## config.mk

```make
export PLATFORM = sky130hd
export DESIGN_NAME = regfile_writeback_arbiter_flat
export DESIGN_NICKNAME = d
export VERILOG_FILES = /design/src/rtl/regfile_writeback_arbiter_pkg.sv /design/src/rtl/regfile_writeback_arbiter_if.sv /design/src/rtl/regfile_writeback_arbiter_wb_fifo.sv /design/src/rtl/regfile_writeback_arbiter.sv /design/src/flat_wrapper.sv
export SDC_FILE = /design/constraint.sdc
export NUM_CORES = 1
export LEC_CHECK = 0
export ABC_AREA = 1
export CAP_MARGIN = 20
export CORE_MARGIN = 1.5
export CORE_UTILIZATION = 43
export DETAILED_ROUTE_END_ITERATION = 12
export MAX_ROUTING_LAYER = met4
export PLACE_DENSITY_LB_ADDON = 0.3
export SLEW_MARGIN = 20
export SYNTH_ARGS = -nofsm -noshare
export SYNTH_HDL_FRONTEND = slang
export SYNTH_HIERARCHICAL = 1
export SYNTH_SLANG_ARGS = --single-unit
```

## constraint.sdc

```tcl
create_clock -name clk -period 4 [get_ports clk]
set_clock_uncertainty 0.05 [all_clocks]
set_input_delay 0.8 -clock clk [delete_from_list [all_inputs] [get_ports clk]]
set_output_delay 0.8 -clock clk [all_outputs]
set_load 0.02 [all_outputs]
```

## src/rtl/regfile_writeback_arbiter_pkg.sv

```systemverilog
// Shared types and constants for the register-file write-back arbiter.
// Defines the queued write entry and the protected register indices.
package regfile_writeback_arbiter_pkg;

    localparam int REG_W      = 5;
    localparam int DATA_W     = 32;
    localparam int REG_ZERO   = 0;
    localparam int PC_REG_DEF = 29;

    typedef struct packed {
        logic [REG_W-1:0]  rd;
        logic [DATA_W-1:0] data;
    } wb_entry_t;

endpackage

```

## src/rtl/regfile_writeback_arbiter_if.sv

```systemverilog
// Bundle of ALU/MDU result inputs, register-file write port and status.
// master drives results and query_reg; slave is the arbiter itself.
interface regfile_writeback_arbiter_if #(
    parameter int DEPTH = 4
);
    import regfile_writeback_arbiter_pkg::*;

    localparam int CW = $clog2(DEPTH) + 1;

    logic              alu_valid;
    logic [REG_W-1:0]  alu_reg;
    logic [DATA_W-1:0] alu_data;
    logic              mdu_valid;
    logic              mdu_ready;
    logic [REG_W-1:0]  mdu_reg;
    logic [DATA_W-1:0] mdu_data;
    logic              alu_stall;
    logic              Reg_write;
    logic [REG_W-1:0]  Write_Register;
    logic [DATA_W-1:0] Write_data;
    logic [REG_W-1:0]  query_reg;
    logic              query_pending;
    logic [CW-1:0]     fifo_count;
    logic              err_pc_write;
    logic              err_stall_ignored;

    modport master (
        output alu_valid, alu_reg, alu_data,
        output mdu_valid, mdu_reg, mdu_data,
        output query_reg,
        input  mdu_ready, alu_stall,
        input  Reg_write, Write_Register, Write_data,
        input  query_pending, fifo_count,
        input  err_pc_write, err_stall_ignored
    );

    modport slave (
        input  alu_valid, alu_reg, alu_data,
        input  mdu_valid, mdu_reg, mdu_data,
        input  query_reg,
        output mdu_ready, alu_stall,
        output Reg_write, Write_Register, Write_data,
        output query_pending, fifo_count,
        output err_pc_write, err_stall_ignored
    );

endinterface

```

## src/rtl/regfile_writeback_arbiter_wb_fifo.sv

```systemverilog
// Circular buffer of pending MDU write-back entries.
// Ports: push/pop strobes, head entry, occupancy, per-slot valid and regs.
module wb_fifo
    import regfile_writeback_arbiter_pkg::*;
#(
    parameter int DEPTH = 4
) (
    input  logic                   clk,
    input  logic                   rst_n,
    input  logic                   push_i,
    input  wb_entry_t              push_ent_i,
    input  logic                   pop_i,
    output wb_entry_t              head_o,
    output logic [$clog2(DEPTH):0] count_o,
    output logic [DEPTH-1:0]       vld_o,
    output logic [DEPTH*REG_W-1:0] regs_o
);

    localparam int PW = $clog2(DEPTH);
    localparam int CW = PW + 1;

    wb_entry_t        mem_q [DEPTH];
    logic [PW-1:0]    wptr_q, wptr_d;
    logic [PW-1:0]    rptr_q, rptr_d;
    logic [CW-1:0]    cnt_q, cnt_d;
    logic [DEPTH-1:0] vld_q, vld_d;

    always_comb begin
        wptr_d = wptr_q;
        rptr_d = rptr_q;
        cnt_d  = cnt_q;
        vld_d  = vld_q;
        // Slots are cleared before set: push and pop never share a
        // slot because push is blocked when full and pop when empty.
        if (pop_i) begin
            rptr_d        = rptr_q + 1'b1;
            vld_d[rptr_q] = 1'b0;
        end
        if (push_i) begin
            wptr_d        = wptr_q + 1'b1;
            vld_d[wptr_q] = 1'b1;
        end
        case ({push_i, pop_i})
            2'b10:   cnt_d = cnt_q + 1'b1;
            2'b01:   cnt_d = cnt_q - 1'b1;
            default: cnt_d = cnt_q;
        endcase
    end

    always_ff @(posedge clk or negedge rst_n) begin
        if (!rst_n) begin
            wptr_q <= '0;
            rptr_q <= '0;
            cnt_q  <= '0;
            vld_q  <= '0;
        end else begin
            wptr_q <= wptr_d;
            rptr_q <= rptr_d;
            cnt_q  <= cnt_d;
            vld_q  <= vld_d;
        end
    end

    // Payload needs no reset: vld_q/cnt_q gate every use of it.
    always_ff @(posedge clk) begin
        if (push_i) begin
            mem_q[wptr_q] <= push_ent_i;
        end
    end

    always_comb begin
        regs_o = '0;
        for (int i = 0; i < DEPTH; i++) begin
            regs_o[i*REG_W +: REG_W] = mem_q[i].rd;
        end
    end

    assign head_o  = mem_q[rptr_q];
    assign count_o = cnt_q;
    assign vld_o   = vld_q;

endmodule

```

## src/rtl/regfile_writeback_arbiter.sv

```systemverilog
// Merges ALU and queued MDU results onto the register-file write port.
// Ports: clk, Reset (async, active low), bus (slave side of the bundle).
module regfile_writeback_arbiter
    import regfile_writeback_arbiter_pkg::*;
#(
    parameter int DEPTH        = 4,
    parameter int STARVE_LIMIT = 8,
    parameter int PC_REG       = PC_REG_DEF
) (
    input  logic                         clk,
    input  logic                         Reset,
    regfile_writeback_arbiter_if.slave   bus
);

    localparam int CW = $clog2(DEPTH) + 1;
    localparam int SW = $clog2(STARVE_LIMIT + 1);

    wb_entry_t              head;
    wb_entry_t              push_ent;
    wb_entry_t              gnt_ent;
    logic [CW-1:0]          count;
    logic [DEPTH-1:0]       vld;
    logic [DEPTH*REG_W-1:0] regs;

    logic ready;
    logic empty;
    logic push;
    logic pop;
    logic grant;
    logic is_zero;
    logic is_pc;
    logic hit;

    logic              we_q, we_d;
    logic [REG_W-1:0]  wa_q, wa_d;
    logic [DATA_W-1:0] wd_q, wd_d;
    logic [SW-1:0]     starve_q, starve_d;
    logic [SW-1:0]     starve_inc;
    logic              stall_q, stall_d;
    logic              epc_q, epc_d;
    logic              est_q, est_d;

    assign empty    = (count == '0);
    assign ready    = (count != CW'(DEPTH));
    assign push     = bus.mdu_valid & ready;
    assign pop      = ~bus.alu_valid & ~empty;
    assign grant    = bus.alu_valid | pop;
    assign push_ent = '{rd: bus.mdu_reg, data: bus.mdu_data};

    assign gnt_ent = bus.alu_valid
        ? wb_entry_t'{rd: bus.alu_reg, data: bus.alu_data}
        : head;

    assign is_zero = (gnt_ent.rd == REG_W'(REG_ZERO));
    assign is_pc   = (gnt_ent.rd == REG_W'(PC_REG));

    wb_fifo #(
        .DEPTH (DEPTH)
    ) u_fifo (
        .clk        (clk),
        .rst_n      (Reset),
        .push_i     (push),
        .push_ent_i (push_ent),
        .pop_i      (pop),
        .head_o     (head),
        .count_o    (count),
        .vld_o      (vld),
        .regs_o     (regs)
    );

    assign starve_inc = starve_q + 1'b1;

    always_comb begin
        we_d     = 1'b0;
        wa_d     = wa_q;
        wd_d     = wd_q;
        starve_d = starve_q;
        stall_d  = 1'b0;
        epc_d    = epc_q;
        est_d    = est_q;

        // Protected targets still consume the slot, just without a write.
        if (grant) begin
            we_d = ~is_zero & ~is_pc;
            if (we_d) begin
                wa_d = gnt_ent.rd;
                wd_d = gnt_ent.data;
            end
            if (is_pc) begin
                epc_d = 1'b1;
            end
        end

        if (stall_q & bus.alu_valid) begin
            est_d = 1'b1;
        end

        // Counts only cycles where a queued entry lost to the ALU.
        if (pop | empty) begin
            starve_d = '0;
        end else if (bus.alu_valid) begin
            if (starve_inc == SW'(STARVE_LIMIT)) begin
                starve_d = '0;
                stall_d  = 1'b1;
            end else begin
                starve_d = starve_inc;
            end
        end
    end

    always_ff @(posedge clk or negedge Reset) begin
        if (!Reset) begin
            we_q     <= 1'b0;
            wa_q     <= '0;
            wd_q     <= '0;
            starve_q <= '0;
            stall_q  <= 1'b0;
            epc_q    <= 1'b0;
            est_q    <= 1'b0;
        end else begin
            we_q     <= we_d;
            wa_q     <= wa_d;
            wd_q     <= wd_d;
            starve_q <= starve_d;
            stall_q  <= stall_d;
            epc_q    <= epc_d;
            est_q    <= est_d;
        end
    end

    always_comb begin
        hit = 1'b0;
        for (int i = 0; i < DEPTH; i++) begin
            if (vld[i] && regs[i*REG_W +: REG_W] == bus.query_reg) begin
                hit = 1'b1;
            end
        end
    end

    assign bus.query_pending =
        hit & (bus.query_reg != REG_W'(REG_ZERO));

    assign bus.mdu_ready         = ready;
    assign bus.alu_stall         = stall_q;
    assign bus.Reg_write         = we_q;
    assign bus.Write_Register    = wa_q;
    assign bus.Write_data        = wd_q;
    assign bus.fifo_count        = count;
    assign bus.err_pc_write      = epc_q;
    assign bus.err_stall_ignored = est_q;

endmodule

```

## src/flat_wrapper.sv

```systemverilog
// flat-port wrapper written by rule: the top's interface ports become plain ports
module regfile_writeback_arbiter_flat import regfile_writeback_arbiter_pkg::*;
#(
    parameter int DEPTH        = 4,
    parameter int STARVE_LIMIT = 8,
    parameter int PC_REG       = PC_REG_DEF
)
  (clk, Reset, bus_alu_valid, bus_alu_reg, bus_alu_data, bus_mdu_valid, bus_mdu_reg, bus_mdu_data, bus_query_reg, bus_mdu_ready, bus_alu_stall, bus_Reg_write, bus_Write_Register, bus_Write_data, bus_query_pending, bus_fifo_count, bus_err_pc_write, bus_err_stall_ignored);
  regfile_writeback_arbiter_if #(.DEPTH(DEPTH)) bus_i ();
  input  logic clk;
  input  logic Reset;
  input wire logic [$bits(bus_i.alu_valid)-1:0] bus_alu_valid;
  input wire logic [$bits(bus_i.alu_reg)-1:0] bus_alu_reg;
  input wire logic [$bits(bus_i.alu_data)-1:0] bus_alu_data;
  input wire logic [$bits(bus_i.mdu_valid)-1:0] bus_mdu_valid;
  input wire logic [$bits(bus_i.mdu_reg)-1:0] bus_mdu_reg;
  input wire logic [$bits(bus_i.mdu_data)-1:0] bus_mdu_data;
  input wire logic [$bits(bus_i.query_reg)-1:0] bus_query_reg;
  output wire logic [$bits(bus_i.mdu_ready)-1:0] bus_mdu_ready;
  output wire logic [$bits(bus_i.alu_stall)-1:0] bus_alu_stall;
  output wire logic [$bits(bus_i.Reg_write)-1:0] bus_Reg_write;
  output wire logic [$bits(bus_i.Write_Register)-1:0] bus_Write_Register;
  output wire logic [$bits(bus_i.Write_data)-1:0] bus_Write_data;
  output wire logic [$bits(bus_i.query_pending)-1:0] bus_query_pending;
  output wire logic [$bits(bus_i.fifo_count)-1:0] bus_fifo_count;
  output wire logic [$bits(bus_i.err_pc_write)-1:0] bus_err_pc_write;
  output wire logic [$bits(bus_i.err_stall_ignored)-1:0] bus_err_stall_ignored;
  assign bus_i.alu_valid = bus_alu_valid;
  assign bus_i.alu_reg = bus_alu_reg;
  assign bus_i.alu_data = bus_alu_data;
  assign bus_i.mdu_valid = bus_mdu_valid;
  assign bus_i.mdu_reg = bus_mdu_reg;
  assign bus_i.mdu_data = bus_mdu_data;
  assign bus_i.query_reg = bus_query_reg;
  assign bus_mdu_ready = bus_i.mdu_ready;
  assign bus_alu_stall = bus_i.alu_stall;
  assign bus_Reg_write = bus_i.Reg_write;
  assign bus_Write_Register = bus_i.Write_Register;
  assign bus_Write_data = bus_i.Write_data;
  assign bus_query_pending = bus_i.query_pending;
  assign bus_fifo_count = bus_i.fifo_count;
  assign bus_err_pc_write = bus_i.err_pc_write;
  assign bus_err_stall_ignored = bus_i.err_stall_ignored;
  regfile_writeback_arbiter #(.DEPTH(DEPTH), .STARVE_LIMIT(STARVE_LIMIT), .PC_REG(PC_REG)) u_core (.clk(clk), .Reset(Reset), .bus(bus_i));
endmodule
```

==> reports/results.md <==
| Group | Item | Reported |
|:---|:---|:---|
| run status | Outcome | complete, no violations |
| critical path | Kind of cell with the highest combined delay on the critical path | buffers and inverters |
| routing | WL per Instance | 15.4 um |
| synthesis | Flip-flop and latch count after synthesis | 204 |
| routing | DR DRC count | 0 |
| cts | Clock tree from TritonCTS | done |
| cts | Number of buffers inserted by hold repair at cts | 0 |
| cts | Post-CTS Resized | 0 |
| layout | Sequential standard cell area | 0.00585 sq mm |
| critical path | WP data arrival | 2.63 ns |
| global routing | Vias in the first global route | 6192 |
| critical path | Worst path bufs/invs | 3 |
| synthesis | Proportion of register bits with asynchronous set or reset after synthesis | 0.275 |
| placement | Port Buffers | 128 |
| timing | Time the worst path needs with I/O delays and setup | 3.48 ns |
| placement | Dpl ws | 0.493 ns |
| pwr | Max IR drop VDD | 0.340 mV |
| timing | Worst hold slack | 0.389 ns |
| global routing | Overall global routing resource usage | 0.189 |
| critical path | Worst reg-to-reg setup slack | 0.72 ns |
| synthesis | Leading cell type by number of instances after synthesis | sky130_fd_sc_hd__nand2_1 |
| hold path | Tightest Hold Check Type | in -> async |
| floorplan | Top Ports | 129 |
| layout | Area Growth Syn to Fin | 20.7% |
| timing | Worst-Margin Slew | 0.916 ns |
| synthesis | Warnings, synthesis | 6 |
| timing | Final Hold Violating Endpoints | 0 |
| placement | Global placement routability congestion | 0.851 |
| synthesis | Library cells used by synthesis | 32 |
| critical path | Classification of the worst setup path | in -> out |
| synthesis | Gate count after technology mapping | 985 |
| pwr | Power per standard cell area | 717 mW/mm^2 |
| global routing | GR Overflow Total | 0 |
| critical path | FF-to-FF End | u_core/bus.Write_data[21]$_DFFE_PN0P_ |
| synthesis | Post-Syn Nets | 1079 |
| timing | Final setup viols | 0 |
| global routing | Initial antenna violation count | 0 |
| routing | Total number of vias | 6562 |
| timing | Total negative setup slack | 0 ns |
| synthesis | Area share of the largest cell type after synthesis | 0.466 |
| layout | Post-layout nets | 1177 |
| synthesis | Leading area contributor after synthesis | sky130_fd_sc_hd__edfxtp_1 |
| run | Number of max-cap violations | 0 |
| cts | Total CTS buffers | 22 |
| critical path | Required time of the critical path | 3.15 ns |
| critical path | Max stage delay on crit path | 0.61 ns |
| cts | Buffers inserted during post-CTS setup optimization | 0 |
| timing | Final critical-path share of the clock period | 0.870 |
| placement | Sum of net half-perimeters after detailed placement | 13600 um |
| floorplan | Vertical die dimension | 152 um |
| synthesis | Number of synthesized flops with an enable pin | 148 |
| synthesis | Sequential-to-total area share from yosys stat | 0.613 |
| routing | Initial drt markers | 385 |
| placement | Cell total after placement | 1339 |
| synthesis | Commonest cells post-synth | sky130_fd_sc_hd__nand2_1 (490), sky130_fd_sc_hd__edfxtp_1 (148), sky130_fd_sc_hd__inv_1 (76) |
| global routing | Global-route wire length before repair | 34000 um |
| timing | Max Transition Viols Final | 0 |
| global routing | Pin count of the biggest net entering global routing | 76 |
| critical path | Max FO, Critical Path | 5 |
| floorplan | Number of cell rows | 54 |
| timing | Upper clock frequency limit | 287 MHz |
| synthesis | Netlist area before placement | 0.00953 sq mm |
| cts | Max Buffers Root-to-Sink | 3 |
| critical path | Worst setup EP type | output pin |
| layout | Number of standard cells in the layout, taps in and fillers out | 1377 |
| routing | Router iterations before antenna repair | 4 |
| synthesis | Avg Synthesized Cell Area | 9.68 sq um |
| routing | Residual antenna-violating net count after detailed routing | 0 |
| cts | Number of H-tree branching levels | 1 |
| cts | Worst-Skew Late Latency | 0.51 ns |
| critical path | CP startpoint kind | primary input |
| synthesis | Top cells by area, synth | sky130_fd_sc_hd__edfxtp_1 (47%), sky130_fd_sc_hd__nand2_1 (19%), sky130_fd_sc_hd__dfrtp_1 (15%) |
| timing | Worst slew margin relative to its limit | 0.389 |
| critical path | Reg2Reg Launch Point | u_core/u_fifo/rptr_q[0]$_DFFE_PN0P_ |
| cts | TritonCTS Sinks | 204 |
| layout | Proportion of layout cells with a drive suffix above 1 | 0.0757 |
| layout | Number of fill cells | 1914 |
| floorplan | Chip Width | 152 um |
| layout | ANT cells | 0 |
| layout | Multi-input logic area | 0.00291 sq mm |
| cts | Clock transition at the registers of the reported paths | 0.06 ns |
| timing | Unrepaired setup endpoints after global routing | false |
| critical path | CP Cell Sequence | clkdlybuf4s50_1, inv_1, nand2_1, nand2_1, nor2_1, nand3_1, nand2_1, nor2_1, nor2_1, clkdlybuf4s50_1 |
| floorplan | Initial Utilization | 0.438 |
| timing | Final setup slack of the worst path | 0.519 ns |
| pwr | Static leakage power | 5.17 nW |
| routing | Average via count per standard cell | 4.77 |
| critical path | Cell with the largest stage delay on the worst path | sky130_fd_sc_hd__clkdlybuf4s50_1 |
| critical path | Count of cells along the worst register-to-register path | 12 |
| floorplan | Overall die area | 0.0231 sq mm |
| routing | Total Wirelength | 21300 um |
| cts | Root buffer selected by CTS | sky130_fd_sc_hd__clkbuf_16 |
| floorplan | Core Area | 0.0218 sq mm |
| synthesis | Predominant post-synthesis flop cell | sky130_fd_sc_hd__edfxtp_1 |
how the worst max path moves through the flow:
stage | start | endpoint | slack, ns | depth (start not counted)
finish | bus_query_reg[3] | bus_query_pending | 0.52 | 10
global route | bus_query_reg[3] | bus_query_pending | 0.37 | 10
CTS | bus_query_reg[3] | bus_query_pending | 0.49 | 10
detailed placement | bus_query_reg[3] | bus_query_pending | 0.49 | 10
global placement | bus_query_reg[3] | bus_query_pending | 0.49 | 10
floorplan | bus_alu_valid | u_core/u_fifo/count_o[2]$_DFFE_PN0P_ | 1.51 | 10
worst register-to-register path, stage by stage, from the launching register on:
cell and delay (ns):
sky130_fd_sc_hd__dfrtp_4 0.66, sky130_fd_sc_hd__inv_2 0.37, sky130_fd_sc_hd__nand2_1 0.09, sky130_fd_sc_hd__nand2_1 0.07, sky130_fd_sc_hd__nand2_1 0.05, sky130_fd_sc_hd__nand2_1 0.18, sky130_fd_sc_hd__nand2_1 0.11, sky130_fd_sc_hd__nand2_2 0.12
sky130_fd_sc_hd__nor2_2 0.06, sky130_fd_sc_hd__nand3_4 0.35, sky130_fd_sc_hd__nand3_2 0.74, sky130_fd_sc_hd__nand2_1 0.26, sky130_fd_sc_hd__nand2_1 0.07
kinds of logic (layout without fill, tap and decap cells):
| kind of cell | Yosys count | after routing | share of synthesized area |
|---|---|---|---|
| flip-flops | 204 | 204 | 0.613 |
| buffers and inverters | 144 | 256 | 0.0811 |
| XOR/XNOR | 4 | 4 | 0.00368 |
| adder cells (fa/ha/maj) | 11 | 11 | 0.0152 |
| AO/OA/AOI/OAI | 44 | 44 | 0.0478 |
| AND/OR/NAND/NOR | 578 | 578 | 0.239 |
through the flow:
step	area (sq um)	power [mW]	utilization
after floorplan	9530	5.35	-
after global placement	10800	6.32	0.497
after detailed placement	10800	6.38	0.497
after CTS	11500	8.33	0.529
after global routing	11500	8.79	0.529
final	11500	8.25	0.529
placed cells by master, fill, tap and decap left out, types with 2 or more instances in the layout:
cell type / netlist / routed
sky130_fd_sc_hd__nand3_1: 46 / 46
sky130_fd_sc_hd__nand2_1: 490 / 490
sky130_fd_sc_hd__dfrtp_1: 56 / 55
sky130_fd_sc_hd__xor2_1: 3 / 3
sky130_fd_sc_hd__buf_12: 0 / 4
sky130_fd_sc_hd__edfxtp_1: 148 / 148
sky130_fd_sc_hd__nand2_2: 3 / 3
sky130_fd_sc_hd__bufinv_16: 0 / 2
sky130_fd_sc_hd__clkinvlp_4: 0 / 2
sky130_fd_sc_hd__o211ai_1: 10 / 10
sky130_fd_sc_hd__ha_1: 10 / 10
sky130_fd_sc_hd__buf_2: 16 / 2
sky130_fd_sc_hd__clkbuf_16: 0 / 22
sky130_fd_sc_hd__inv_1: 76 / 76
sky130_fd_sc_hd__o211ai_2: 27 / 27
sky130_fd_sc_hd__clkbuf_1: 6 / 5
sky130_fd_sc_hd__inv_2: 2 / 2
sky130_fd_sc_hd__clkinv_1: 0 / 4
sky130_fd_sc_hd__o21ai_0: 3 / 3
sky130_fd_sc_hd__nor2_1: 29 / 29
sky130_fd_sc_hd__nor3_1: 2 / 2
sky130_fd_sc_hd__nor2_2: 3 / 3
sky130_fd_sc_hd__buf_4: 22 / 7
sky130_fd_sc_hd__clkdlybuf4s50_1: 0 / 126
power by group:
group	switching [mW]	internal [mW]
combinational	1.96	1.15
clock	0.790	1.14
sequential	0.329	2.88
total	3.08	5.17
state kept, by name (all words and copies together) (netlist names):
name / flops
u_core/starve_q: 4
u_core/u_fifo/vld_o: 4
u_core/bus.err_stall_ignored: 1
u_core/u_fifo/wptr_q: 2
u_core/u_fifo/rptr_q: 2
u_core/u_fifo/count_o: 3
u_core/u_fifo/mem_q: 148
u_core/bus.Write_data: 32
u_core/bus.alu_stall: 1
u_core/bus.err_pc_write: 1
u_core/bus.Reg_write: 1
u_core/bus.Write_Register: 5
area by class of cell:
cell class	instances	area share
Multi-Input combinational cell	637	0.253
Inverter	79	0.0260
Timing Repair Buffer	139	0.122
Tap cell	280	0.0305
Sequential cell	204	0.508
Clock inverter	11	0.0104
Clock buffer	27	0.0495
per-layer routing:
metal | global-route usage | part of all wire
met5 | - | 0
met4 | 0.0398 | 0.014
met3 | 0.0282 | 0.065
met2 | 0.281 | 0.45
met1 | 0.275 | 0.47
(Power assumes the default switching activity.)
